File: src/rtl/t02_spi_arbiter.sv
// rtl/t02_spi_arbiter.sv - round-robin arbiter sharing one SPI master among three requesters
// Supports locked back-to-back bursts, per-frame timeout and nbits clamping.
module t02_spi_arbiter #(
  parameter int NBITS_MAX = 16,
  parameter int TIMEOUT   = 4096,
  parameter int BURST_MAX = 4
) (
  input  logic                 hz100,
  input  logic                 reset,
  input  logic [2:0]           req,
  input  logic [2:0]           lock,
  input  logic [NBITS_MAX-1:0] wdata0,
  input  logic [NBITS_MAX-1:0] wdata1,
  input  logic [NBITS_MAX-1:0] wdata2,
  input  logic [4:0]           nbits0,
  input  logic [4:0]           nbits1,
  input  logic [4:0]           nbits2,
  output logic [2:0]           gnt,
  output logic [2:0]           done,
  output logic                 err,
  output logic [NBITS_MAX-1:0] rdata,
  output logic                 mst_start,
  output logic [NBITS_MAX-1:0] mst_data,
  output logic [4:0]           mst_nbits,
  output logic [2:0]           mst_cs_sel,
  input  logic                 mst_done,
  input  logic [NBITS_MAX-1:0] mst_rdata
);
  localparam int TW = (TIMEOUT > 1) ? $clog2(TIMEOUT) : 1;
  localparam int BW = $clog2(BURST_MAX + 1);

  typedef enum logic [1:0] {IDLE, START, WAIT, DONE} state_t;

  state_t               state_q, state_d;
  logic [1:0]           rr_ptr, win_q, pick, latch_idx;
  logic [BW-1:0]        burst_q;
  logic [TW-1:0]        tcnt_q;
  logic                 tout_q, latch, cont, tout_hit, other_pending;
  logic [2:0]           win_oh;
  logic [NBITS_MAX-1:0] sel_data;
  logic [4:0]           sel_nbits, raw_nbits;

  function automatic logic [1:0] next_idx(input logic [1:0] i);
    return (i == 2'd2) ? 2'd0 : i + 2'd1;
  endfunction

  // Round-robin search: rr_ptr first, then the two that follow it.
  always_comb begin
    if (req[rr_ptr])                          pick = rr_ptr;
    else if (req[next_idx(rr_ptr)])           pick = next_idx(rr_ptr);
    else                                      pick = next_idx(next_idx(rr_ptr));
  end

  assign win_oh        = 3'b001 << win_q;
  assign other_pending = |(req & ~win_oh);
  assign tout_hit      = (tcnt_q == TW'(TIMEOUT - 1));
  // A saturated burst keeps going only while nobody else is waiting.
  assign cont = lock[win_q] & req[win_q] & ((burst_q < BW'(BURST_MAX)) | ~other_pending);

  always_comb begin
    sel_data  = wdata2;
    raw_nbits = nbits2;
    case (latch_idx)
      2'd0: begin sel_data = wdata0; raw_nbits = nbits0; end
      2'd1: begin sel_data = wdata1; raw_nbits = nbits1; end
      default: ;
    endcase
    sel_nbits = raw_nbits;
    if (raw_nbits == 5'd0 || int'(raw_nbits) > NBITS_MAX) sel_nbits = 5'(NBITS_MAX);
  end

  always_comb begin
    state_d   = state_q;
    latch     = 1'b0;
    latch_idx = win_q;
    mst_start = 1'b0;
    done      = 3'b000;
    err       = 1'b0;
    case (state_q)
      IDLE: if (|req) begin
        latch     = 1'b1;
        latch_idx = pick;
        state_d   = START;
      end
      START: begin
        mst_start = 1'b1;
        state_d   = WAIT;
      end
      WAIT: if (mst_done || tout_hit) state_d = DONE;
      DONE: begin
        done = win_oh;
        err  = tout_q;
        if (cont) begin
          latch   = 1'b1;
          state_d = START;
        end else begin
          state_d = IDLE;
        end
      end
      default: state_d = IDLE;
    endcase
  end

  always_ff @(posedge hz100) begin
    if (reset) begin
      state_q    <= IDLE;
      rr_ptr     <= 2'd0;
      win_q      <= 2'd0;
      burst_q    <= '0;
      tcnt_q     <= '0;
      tout_q     <= 1'b0;
      gnt        <= 3'b000;
      mst_cs_sel <= 3'b000;
      mst_data   <= '0;
      mst_nbits  <= 5'd0;
      rdata      <= '0;
    end else begin
      state_q <= state_d;
      if (latch) begin
        win_q      <= latch_idx;
        gnt        <= 3'b001 << latch_idx;
        mst_cs_sel <= 3'b001 << latch_idx;
        mst_data   <= sel_data;
        mst_nbits  <= sel_nbits;
      end
      case (state_q)
        IDLE: if (|req) burst_q <= BW'(1);
        START: begin
          tcnt_q <= '0;
          tout_q <= 1'b0;
        end
        WAIT: begin
          tcnt_q <= tcnt_q + TW'(1);
          if (mst_done)      rdata  <= mst_rdata;
          else if (tout_hit) tout_q <= 1'b1;
        end
        DONE: begin
          rr_ptr <= next_idx(win_q);
          if (cont) begin
            if (burst_q < BW'(BURST_MAX)) burst_q <= burst_q + BW'(1);
          end else begin
            burst_q    <= '0;
            gnt        <= 3'b000;
            mst_cs_sel <= 3'b000;
          end
        end
        default: ;
      endcase
    end
  end
endmodule

File: config.mk
export PLATFORM = sky130hd
export DESIGN_NAME = t02_spi_arbiter
export DESIGN_NICKNAME = d
export VERILOG_FILES = /design/src/rtl/t02_spi_arbiter.sv
export SDC_FILE = /design/constraint.sdc
export NUM_CORES = 1
export LEC_CHECK = 0
export BUFFER_PORTS_ARGS = -buffer_cell sky130_fd_sc_hd__buf_4
export CAP_MARGIN = 20
export CORE_MARGIN = 5
export CORE_UTILIZATION = 44
export CTS_BUF_LIST = sky130_fd_sc_hd__clkbuf_8 sky130_fd_sc_hd__clkbuf_16
export CTS_CLUSTER_SIZE = 28
export DETAILED_ROUTE_END_ITERATION = 8
export PLACE_DENSITY = 0.87
export SLEW_MARGIN = 10
export SYNTH_ARGS = -nofsm -noshare
export SYNTH_HDL_FRONTEND = slang
export SYNTH_SLANG_ARGS = --single-unit
File: constraint.sdc
create_clock -name hz100 -period 2.5 [get_ports hz100]
set_clock_uncertainty 0.05 [all_clocks]
set_input_delay 0.125 -clock hz100 [delete_from_list [all_inputs] [get_ports hz100]]
set_output_delay 0.125 -clock hz100 [all_outputs]
set_load 0.005 [all_outputs]
== After elaboration in Yosys (flattened, before gate mapping) ==
Cells that the tools add are included.
W data, S select, Z words.

* Shifts and indexed selects: 2
* Divide/modulo/power cells: 0
* Bitwise gates (word level): 6
* $add $sub $neg: 5
* $mul: 0
* Order comparisons: 5
* Eq/ne operators: 13
* Mux-type cells: 42
* Reductions and logical operators: 13

{| class="wikitable"
|+ Operators by type and width
! kind !! number
|-
| $pmux W16 S2 || 1
|-
| $mux W3 || 10
|-
| $pmux W12 S2 || 1
|-
| $mux W2 || 9
|-
| $add A12 B1 Y12 const B || 1
|-
| $eq A12 B12 Y1 const B || 1
|-
| $mux W1 || 11
|-
| $eq A2 B2 Y1 const B || 5
|-
| $pmux W5 S2 || 1
|-
| $lt A2 B3 Y1 const B || 3
|-
| $bmux W1 S2 || 4
|-
| $ne A2 B2 Y1 const B || 4
|-
| $pmux W2 S4 || 1
|-
| $add A2 B1 Y2 const B || 3
|-
| $pmux W3 S2 || 1
|-
| $reduce_and A3 Y1 || 2
|-
| $reduce_or A3 Y1 || 2
|-
| $shl A1 B2 Y3 const A || 2
|-
| $gt A5 B5 Y1 const B || 1
|-
| $logic_not A5 Y1 || 1
|-
| $mux W5 || 1
|-
| $eq A2 B1 Y1 const B || 2
|-
| $logic_not A2 Y1 || 2
|-
| $pmux W1 S2 || 2
|-
| other kinds (11) || 15
|}

* Memory bits (writable): 0
* Latch bits: 0
* Bits in registers: 65
* Logic and storage cells: 97
* Memories: 0
* Memory bits (read-only): 0
* Input bits: 88

== Depth between registers and ports, before layout ==
* Word-level depth: 13
* Mapped depth: 13
* Gate-level depth less buffers: 10

== Worst setup path after synthesis ==
Ideal clock, no wire load.

* Path kind: reg-to-reg
* Start: reg state_q[0]
* End: reg mst_nbits[0]
* Path slack: -219 ps
* Data arrival time: 2608 ps
* Cell stages (with the launch flop): 13
* Library setup time: 61 ps
* Required time: 2389 ps
* Cell sequence: dfxtp_1 > inv_1 > ha_1 > o31ai_1 > nand2b_1 > clkbuf_1 > clkbuf_1 > nand3_1 > a31oi_1 > or4_1 > ha_1 > a211oi_2 > a32o_1

* Longest elaborated chain between the ends: 7

{| class="wikitable"
|+ RTL lines
! element !! RTL line !! source
|-
| start, declared || 34 || <nowiki>state_t state_q, state_d;</nowiki>
|-
| start signal, assigned || 118 || <nowiki>state_q <= state_d;</nowiki>
|-
| $logic_not A2 Y1 || 79 || <nowiki>case (state_q)</nowiki>
|-
| $mux W2 || 79 ||
|-
| $eq A2 B1 Y1 / $logic_not A2 Y1 (equally long branches) || 63 || <nowiki>case (latch_idx)</nowiki>
|-
| $pmux W5 S2 || 63 ||
|-
| $gt A5 B5 Y1 / $logic_not A5 Y1 (equally long branches) || 69 || <nowiki>if (raw_nbits == 5'd0 || int'(raw_nbits) > NBITS_MAX) sel_nbits = 5'(NBITS_MAX);</nowiki>
|-
| $logic_or A1 B1 Y1 || 69 ||
|-
| $mux W5 || 69 ||
|-
| end signal, assigned || 124 || <nowiki>mst_nbits <= sel_nbits;</nowiki>
|-
| end, declared || 24 || <nowiki>output logic [4:0] mst_nbits,</nowiki>
|}

Several ways; a longest one is shown, not always the timed one.
A chain may end at the register's enable or synchronous reset.

== Worst setup path after layout ==
* Start: reg state_q[1]
* End: reg mst_nbits[0]

Same word-level chain as after synthesis.

==> flow_summary.ini <==
[worst_setup_path]
critPathTopFamily = simple AND/OR/NAND/NOR gates
slowest_delay_ns = 0.56
cp-start-kind = register
critPathBufInv = 1
critical_path_cell_count = 10
critPathRequiredTime_ns = 2.73
reg2reg_to = mst_nbits[0]$_SDFFE_PP0N_
cp_max_fo = 6
endpoint = mst_nbits[0]$_SDFFE_PP0N_
cp_slowest_cell = or4_4
path_common_cell = ha_4
crit_arrival_ns = 2.70
r2r_start = state_q[1]$_SDFFE_PP0P_
endpoint_kind = register
crit_chain = inv_4 > ha_4 > o31a_1 > nor2_4 > nor3_1 > a31oi_1 > or4_4 > ha_4 > a211oi_4 > a32o_1
critPathKind = register to register
crit_start = state_q[1]$_SDFFE_PP0P_
r2r_slack_ns = 0.04
ff2ff_path_depth = 10

[sta]
rsz0062_at_grt = yes
finalHoldViolCount = 0
setup_viol = 0
finalCriticalPeriod_ns = 2.464
max_freq_ghz = 0.4059
setup_slack_ns = 0.03641
relSlewSlack_pct = 33.03
finalMaxSlewViolations = 0
finalHoldWorstSlack_ns = 0.05617
timing.final.crit_share_pct = 98.54
worst_pin_slew_ns = 1.001

[cts]
cts_tree = yes
clk_path_buf_depth = 2
clockRootBuffer = clkbuf_8
h-tree-depth = 3
cts_made_buffers = 9
clk_pin_slew_ns = 0.08
clock_sinks = 65
clk_latency_ns = 0.34

[job]
max_cap_violations = 0

[floorplanning]
num_io_pins = 136
coreArea_um2 = 7647
die_h_um = 98.06
dieArea_um2 = 9616
start_util_pct = 44.62
num_rows = 32
die_width_um = 98.06

[yosys]
synth_cell_types = 52
synth_flop_cell = dfxtp_1
netlist_area_um2 = 3412
avgSynthCellArea_um2 = 8.616
postSynth.asyncResetShare_pct = 0
syn_nets = 492
ys_ff_latch = 65
yosysWarnings = 0
postSynthCellCount = 396
synth_seq_area_share_pct = 38.14
synth_edf_count = 0

[route]
drcViolationCount = 0
drt-wirelength-per-cell_um = 17.42
drtIter0Drc = 276
wl_um = 11450
dr.pass1.iters = 5
viasPerCell = 5.743
postRouteAntennaNets = 0
vias = 3773

[global_routing]
grt_overflow = 0
first_global_vias = 3678
grt_pass1_wl_um = 17840
antenna_found_initial = 0
grt_max_degree = 44
grt.total_usage_pct = 22.51

[pwr]
power.density_nw_per_um2 = 1082
ir_worst_vdd_v = 0.0006061
p_leak_uw = 0.002175

[placement]
placed_area_um2 = 4579
routabilityCongestion = 0.8444
pre_cts_ws_ns = -0.1188
place_hpwl_um = 7860
io_buffers = 135

[status]
status = finished clean

[finish]
final_layout_size_suffix_gt1_share_pct = 38.02
nets = 646
syn_to_final_growth_pct = 46.72
final_area_um2 = 5006
diodes = 0

[hold_path]
hold_start = wdata2[2]
min_path_cells = 3
hold_class = input pin to register
-- worst min-delay path, delay by kind of cell --
kind / cells / cell delay [ns]
buffers and inverters: 1 / 0.08
AND/OR/NAND/NOR: 1 / 0.04
AO/OA/AOI/OAI: 1 / 0.18
-- through the flow --
step	util, %	total power (uW)	instances	setup TNS, ns
finish	65.46	5419	657	0
detailed placement	59.88	4327	622	-0.4580
global route	65.46	5767	657	-0.3218
CTS	64.84	5298	657	-0.2679
floorplan	-	3310	396	0
global placement	59.88	4230	622	0
-- layout by cell type, fill, tap and decap left out, drive strengths merged, types with 2 or more instances in the layout --
cell type,n
buf,158
dfxtp,65
nand2,44
nor2,38
a21oi,31
nand4,22
a211oi,19
and3,18
o41ai,16
dlygate4sd3,16
nand3,15
clkbuf,9
ha,8
a31oi,7
xor2,7
inv,7
nor3,6
nand2b,5
o21ai,5
a21o,4
a21bo,4
a32o,4
and2,4
nor2b,3
o31a,3
xnor2,3
clkinvlp,3
clkinv,3
a211o,2
a2111o,2
nor4,2
o21a,2
mux2i,2
a21boi,2
or4,2
-- layer usage --
layer,up-vias,share of wire [%],track usage [%]
met5,-,0,0
met4,0,3.6,9.798
met3,37,5.7,3.786
met2,142,51,38.27
met1,1828,40,27.99
li1,1766,-,-
-- registers in the layout, indices dropped and copies added (netlist names) --
name and count:
tcnt_q 12, mst_cs_sel 3, rr_ptr 2, rdata 16, state_q 2, mst_data 16
tout_q 1, mst_nbits 5, gnt 3, win_q 2, burst_q 3
-- Yosys cell counts, types with 8 or more instances --
cell type / instances / area, um2
and3_1: 18 / 112.6
clkbuf_1: 18 / 67.56
o41ai_2: 16 / 260.3
a211oi_1: 18 / 135.1
nand4_1: 22 / 137.6
nand3_1: 15 / 75.07
ha_1: 8 / 100.1
a21oi_1: 31 / 155.2
nor2_1: 36 / 135.1
dfxtp_1: 65 / 1301
nand2_1: 44 / 165.2
-- cell families (layout without fill, tap and decap cells) --
| group | after synthesis | after routing | share of synthesized area (%) |
|---|---|---|---|
| and+or+nand+nor | 165 | 166 | 24.24 |
| muxes | 2 | 2 | 0.5867 |
| DFF | 65 | 65 | 38.14 |
| AOI/OAI and AO/OA | 107 | 107 | 26.33 |
| adders and majority gates | 8 | 8 | 2.934 |
| buffers and inverters | 39 | 197 | 5.207 |
| xor gates and xnor gates | 10 | 10 | 2.567 |
-- power breakdown --
part | internal [uW] | leakage, uW | total [uW] | switching (uW)
logic | 1390 | 0.00155 | 3070 | 1680
registers | 1310 | 0.000530 | 1470 | 166
clock network | 458 | 0.0000912 | 879 | 421
-- layout make-up --
| cell class | instances | area, um2 |
|---|---|---|
| clock buffers | 9 | 123.9 |
| clock inverters | 7 | 71.32 |
| fillers | 599 | 2641 |
| inverters | 7 | 28.78 |
| multi-input cells | 293 | 2003 |
| flip-flops and latches | 65 | 1305 |
| well taps | 102 | 127.6 |
| repair buffers | 174 | 1346 |
-- worst min path at each step --
stage                               end  slack [ns]
4_1_cts        mst_data[1]$_SDFFE_PP0N_        0.05
5_1_grt        mst_data[1]$_SDFFE_PP0N_        0.05
3_3_place_gp      rdata[8]$_SDFFE_PP0P_        0.32
6_report       mst_data[2]$_SDFFE_PP0N_        0.06
3_5_place_dp     rdata[10]$_SDFFE_PP0P_        0.33
2_1_floorplan     rdata[0]$_SDFFE_PP0P_        0.21
-- timing repair --
item / CTS / global route
setup endpoints to repair: 4 / 4
setup buffers: 2 / 1
gates cloned: 1 / 0
pin swaps: 8 / 7
hold endpoints to repair: 16 / 0
hold buffers: 16 / 0
gates resized for setup: 1 / 8
No activity file was read; power rests on OpenSTA's default activity.
